--- config.mk ---
export PLATFORM = sky130hd
export DESIGN_NAME = aes256_dec_key_sched
export DESIGN_NICKNAME = d
export VERILOG_FILES = /design/src/rtl/aes256_dec_key_sched.sv
export SDC_FILE = /design/constraint.sdc
export NUM_CORES = 2
export LEC_CHECK = 0
export ABC_AREA = 1
export CORE_MARGIN = 10
export CORE_UTILIZATION = 25
export DETAILED_ROUTE_END_ITERATION = 6
export PLACE_DENSITY = 0.39
export SETUP_SLACK_MARGIN = 0.15
export SLEW_MARGIN = 10
export SYNTH_ARGS = -nofsm -noshare
export SYNTH_HDL_FRONTEND = slang
export SYNTH_SLANG_ARGS = --single-unit
export TNS_END_PERCENT = 10
--- constraint.sdc ---
create_clock -name clk -period 3.86 [get_ports clk]
set_clock_uncertainty 0.1 [all_clocks]
set_input_delay 0.386 -clock clk [delete_from_list [all_inputs] [get_ports clk]]
set_output_delay 0.386 -clock clk [all_outputs]
set_load 0.01 [all_outputs]
--- src/rtl/aes256_dec_key_sched.sv ---
// AES-256 decryption round-key scheduler: drives an external expansion step,
// stores all 15 round keys, then streams them last-round-first over valid/ready.
module aes256_dec_key_sched #(
    parameter int NR     = 14,
    parameter int NSTEPS = 7
) (
    input  logic         clk,
    input  logic         rst_n,
    input  logic         key_valid,
    output logic         key_ready,
    input  logic [255:0] key_in,
    output logic [3:0]   exp_rc,
    output logic [255:0] exp_key,
    input  logic [255:0] exp_keyout,
    output logic         rk_valid,
    input  logic         rk_ready,
    output logic [127:0] rk_data,
    output logic [3:0]   rk_index,
    output logic         rk_last,
    output logic         busy
);

    typedef enum logic [1:0] {
        ST_IDLE,
        ST_EXPAND,
        ST_STREAM
    } state_e;

    localparam logic [3:0] LAST_RC  = 4'(NSTEPS);
    localparam logic [3:0] LAST_IDX = 4'(NR);

    state_e         state_q, state_d;
    logic [127:0]   rk_q [0:NR];
    logic [127:0]   rk_d [0:NR];
    logic [255:0]   cur_key_q, cur_key_d;
    logic [3:0]     rc_q, rc_d;
    logic [3:0]     idx_q, idx_d;
    logic [127:0]   rk_data_q, rk_data_d;

    logic key_fire;
    assign key_fire = key_valid && (state_q == ST_IDLE);

    // NOTE: state and the round-key store use non-blocking assignments and are
    // cleared on reset so an abandoned expansion leaves no stale keys behind.
    always_ff @(posedge clk or negedge rst_n) begin
        if (!rst_n) begin
            state_q   <= ST_IDLE;
            cur_key_q <= '0;
            rc_q      <= '0;
            idx_q     <= '0;
            rk_data_q <= '0;
            for (int i = 0; i <= NR; i++) begin
                rk_q[i] <= '0;
            end
        end else begin
            state_q   <= state_d;
            cur_key_q <= cur_key_d;
            rc_q      <= rc_d;
            idx_q     <= idx_d;
            rk_data_q <= rk_data_d;
            rk_q      <= rk_d;
        end
    end

    always_comb begin
        state_d = state_q;
        unique case (state_q)
            ST_IDLE:   if (key_fire) state_d = ST_EXPAND;
            ST_EXPAND: if (rc_q == LAST_RC) state_d = ST_STREAM;
            ST_STREAM: if (rk_ready && idx_q == 4'd0) state_d = ST_IDLE;
            default:   state_d = ST_IDLE;
        endcase
    end

    // NOTE: every variable gets its hold value first so no path infers a latch.
    always_comb begin
        rk_d      = rk_q;
        cur_key_d = cur_key_q;
        rc_d      = rc_q;
        idx_d     = idx_q;
        rk_data_d = rk_data_q;
        unique case (state_q)
            ST_IDLE: begin
                if (key_fire) begin
                    rk_d[0]   = key_in[255:128];
                    rk_d[1]   = key_in[127:0];
                    cur_key_d = key_in;
                    rc_d      = 4'd1;
                end
            end
            ST_EXPAND: begin
                rk_d[{rc_q[2:0], 1'b0}] = exp_keyout[255:128];
                if (rc_q != LAST_RC) begin
                    rk_d[{rc_q[2:0], 1'b1}] = exp_keyout[127:0];
                    cur_key_d               = exp_keyout;
                    rc_d                    = rc_q + 4'd1;
                end else begin
                    // Final step yields only round key 14; preload it as the first beat.
                    idx_d     = LAST_IDX;
                    rk_data_d = exp_keyout[255:128];
                end
            end
            ST_STREAM: begin
                if (rk_ready && idx_q != 4'd0) begin
                    idx_d     = idx_q - 4'd1;
                    rk_data_d = rk_q[idx_q - 4'd1];
                end
            end
            default: ;
        endcase
    end

    always_comb begin
        key_ready = (state_q == ST_IDLE);
        busy      = (state_q != ST_IDLE);
        rk_valid  = (state_q == ST_STREAM);
        exp_rc    = (state_q == ST_EXPAND) ? rc_q : 4'd0;
        exp_key   = cur_key_q;
        rk_data   = rk_data_q;
        rk_index  = idx_q;
        rk_last   = (state_q == ST_STREAM) && (idx_q == 4'd0);
    end

endmodule

==> results.py <==
metrics = {
    "status": {
        "outcome": "completed",
    },
    "cts": {
        "path_clk_slew_ns": 0.06,
        "cts_buffers": 299,
        "cts_buffer_depth": 4,
        "root_buffer": "clkbuf_16",
        "clk_latency_ns": 0.93,
        "clock-sinks": 2314,
        "ctsHtreeMaxLevel": 5,
        "cts_tree": "built",
    },
    "detailed_routing": {
        "route.detailed.drc": 0,
        "wl_per_cell_um": 23.1,
        "drt-total-wl_um": 497000,
        "drt-initial-drc-count": 7132,
        "route.vias.total": 99500,
        "ant_nets": 0,
        "firstDrtPassIters": 5,
        "routed_via_density": 4.62,
    },
    "placed_design": {
        "gp_congestion": 0.785,
        "io_buffers": 911,
        "dp_hpwl_um": 333000,
    },
    "power": {
        "max-vdd-ir-drop_v": 0.000639,
        "p_seq_share_pct": 31.6,
        "power.share.combinational_pct": 46.6,
        "power_frac_clock_pct": 21.9,
        "p_switching_mw": 57.8,
        "p_int_mw": 73.2,
        "swShare_pct": 44.1,
        "p_leak_nw": 69.4,
        "power_density_mw_per_mm2": 943,
    },
    "min_path": {
        "hp-class": "input pin to flop",
    },
    "synth": {
        "syn_nets": 15200,
        "ys_types": 29,
        "async_flop_share_pct": 100,
        "synthSimpleGateAreaFrac_pct": 26.6,
        "avgSynthCellArea_um2": 7.54,
        "synth.top_cell.area_share_pct": 52.3,
        "synth-compound-area-share_pct": 11.5,
        "synth_cells": 14700,
        "synth_edf_count": 0,
        "synthXorXnorAreaFrac_pct": 0.00791,
        "synth_mux_area_share_pct": 0,
        "synth_top_family_by_area": "simple AND/OR/NAND/NOR gates",
        "netlist_area_mm2": 0.111,
        "synthFlopType": "dfrtp_1",
        "yosys_warnings": 0,
        "yosysMostFrequentCell": "nand2_1",
        "ys_seq_elements": 2314,
        "ys_seq_area_share_pct": 52.3,
        "synthAdderAreaFrac_pct": 0.0565,
        "yosys.area.top_type": "dfrtp_1",
        "ys_top_cells_by_count": "nand2_1 (5056), dfrtp_1 (2314), o21ai_0 (1721)",
        "synth_area_leaders": "dfrtp_1 (52%), nand2_1 (17%), o21ai_0 (7.8%)",
    },
    "grt": {
        "grt_use_total_pct": 20.5,
        "grtUsageMet3_pct": 2.42,
        "grt_overflow": 0,
        "grt_max_degree": 166,
        "grtUsageMet2_pct": 34.9,
        "met1_usage_pct": 27.8,
        "grt_pass1_vias": 99500,
        "antenna_found_initial": 56,
        "grt_pass1_wl_um": 730000,
        "grt_busiest_layer": "met2",
    },
    "worst_setup_path": {
        "arrival_ns": 3.06,
        "crit_chain": "inv_16 > ha_4 > nand3_1 > nor2_2 > clkdlybuf4s50_1",
        "cp_slowest_cell": "dfrtp_4",
        "path_max_fanout": 14,
        "cp-startpoint": "rk_index[0]",
        "cp-endpoint": "rk_last",
        "path_class": "flop to output pin",
        "r2r-start": "rk_index[0]",
        "endpoint_kind": "output pin",
        "cp.depth": 5,
        "ff2ff_setup_slack_ns": 0.80,
        "crit_family": "buffers and inverters",
        "cp_slowest_stage_delay_ns": 0.65,
        "rr_endpoint": "rk_data[103]",
        "start_kind": "flop",
        "crit_required_ns": 3.37,
        "reg2regPathDepth": 9,
        "critical_path_buf_inv_count": 2,
    },
    "timing": {
        "worst_pin_slew_ns": 1.08,
        "rsz0062_at_grt": "no",
        "fin_crit_ns": 3.55,
        "slew_headroom_pct": 28.2,
        "fin_crit_sh_pct": 91.9,
        "maxClockFrequency_mhz": 282,
        "hold_viol_final": 0,
        "finalMaxSlewViolations": 0,
        "setup_tns_ns": 0,
        "setup_violations": 0,
        "hold_ws_ns": 0.0612,
    },
    "floorplanning": {
        "core_area_mm2": 0.441,
        "start_util_pct": 25.1,
        "pin_count": 912,
        "die_h_um": 685,
        "fp.dieW_um": 685,
        "rows": 244,
        "die_area_mm2": 0.470,
    },
    "finish": {
        "nets": 15900,
        "drive_above_1_share_pct": 5.02,
        "area_growth_pct": 25.5,
    },
    "job": {
        "drv_cap": 0,
    },
}
==> registers in the layout, indices dropped and copies added (netlist names) <==
name,cells
exp_key,256
rc_q,4
rk_data,128
rk_index,4
rk_q,1920
state_q,2
==> logic make-up (layout without fill, tap and decap cells) <==
logic type / Yosys count / count (layout)
xor+xnor: 1 / 1
compound gates: 2414 / 2414
fa+ha+maj: 5 / 5
buf+inv: 2656 / 3595
other cells: 0 / 16
flops: 2314 / 2314
simple gates: 7285 / 7285
==> timing repair <==
item                                    CTS  global route
resized for setup                         2             3
endpoints found under the hold margin  1407             0
pin swaps                                 0             0
setup endpoints to repair                 3             2
hold buffers                            232             0
cloned                                    2             0
buffers inserted                          1             0
==> layer usage <==
layer | share of wire (%) | up-vias
met5 | 0.013 | -
met4 | 2.5 | 10
met3 | 3.7 | 507
met2 | 48 | 1901
met1 | 46 | 49200
li1 | - | 47900
==> cell usage in the layout (no fill, tap or decap), types with 2 or more instances in the layout <==
cell type	instances
clkinvlp_4	7
dfrtp_1	2313
clkinv_4	2
inv_6	8
nor2_4	4
o21ai_1	87
nand2_4	5
buf_4	175
dlygate4sd3_1	231
clkbuf_1	79
inv_16	4
buf_12	123
nand2_1	5051
clkbuf_16	306
ha_1	2
clkbuf_8	67
clkdlybuf4s50_1	910
a31oi_1	99
a21oi_1	128
bufinv_16	15
diode_2	16
o21ai_0	1721
clkinv_8	8
clkinv_2	34
inv_1	1612
o22ai_1	375
ha_4	3
nor2_1	618
nand3_1	1599
nand3_4	4
inv_8	10
==> tightest hold or removal path, cell delays in order <==
cell and delay (ns):
clkdlybuf4s50_1 0.43, a21oi_1 0.15, o22ai_1 0.09
==> power by group through the flow <==
stage	sequential (mW)	combinational (mW)	clock, mW
final	41.3	61.0	28.7
after global routing	42.6	68.6	30.5
after CTS	41.3	62.3	29.5
after detailed placement	41.6	61.8	0
after global placement	41.6	61.6	0
after floorplan	40.8	35.9	0
==> how the worst min path moves through the flow <==
stage	start	end	slack (ns)	cells after the start
6_report	key_in[76]	rk_q[1740]	0.06	3
5_1_grt	key_in[76]	rk_q[1740]	0.02	3
4_1_cts	key_in[87]	rk_q[1751]	0.0005	3
3_5_place_dp	rst_n	rk_data[37]	0.26	1
3_3_place_gp	rst_n	rk_data[37]	0.26	1
2_1_floorplan	rst_n	exp_key[0]	-0.01	0
==> cell type report <==
| cell class | instances | area, µm² |
|---|---|---|
| multi-input cells | 9705 | 42300 |
| repair inverters | 2 | 17.5 |
| flip-flops and latches | 2314 | 57900 |
| clock inverters | 75 | 955 |
| clock buffers | 452 | 8880 |
| well taps | 5904 | 7390 |
| repair buffers | 1441 | 15200 |
| fillers | 48200 | 303000 |
| diodes | 16 | 40.0 |
| inverters | 1625 | 6200 |
==> metrics by stage <==
step / cell area [µm²] / power, mW / utilization [%] / instances / worst slack, ns
6_report: 139000 / 131 / 31.5 / 21500 / 0.312
5_1_grt: 139000 / 142 / 31.5 / 21500 / 0.222
4_1_cts: 139000 / 133 / 31.5 / 21500 / 0.117
3_5_place_dp: 127000 / 103 / 28.7 / 20800 / 0.611
3_3_place_gp: 127000 / 103 / 28.7 / 20800 / 0.638
2_1_floorplan: 111000 / 76.7 / - / 14700 / 1.18
Note: power is estimated with default switching activity, not from simulation.
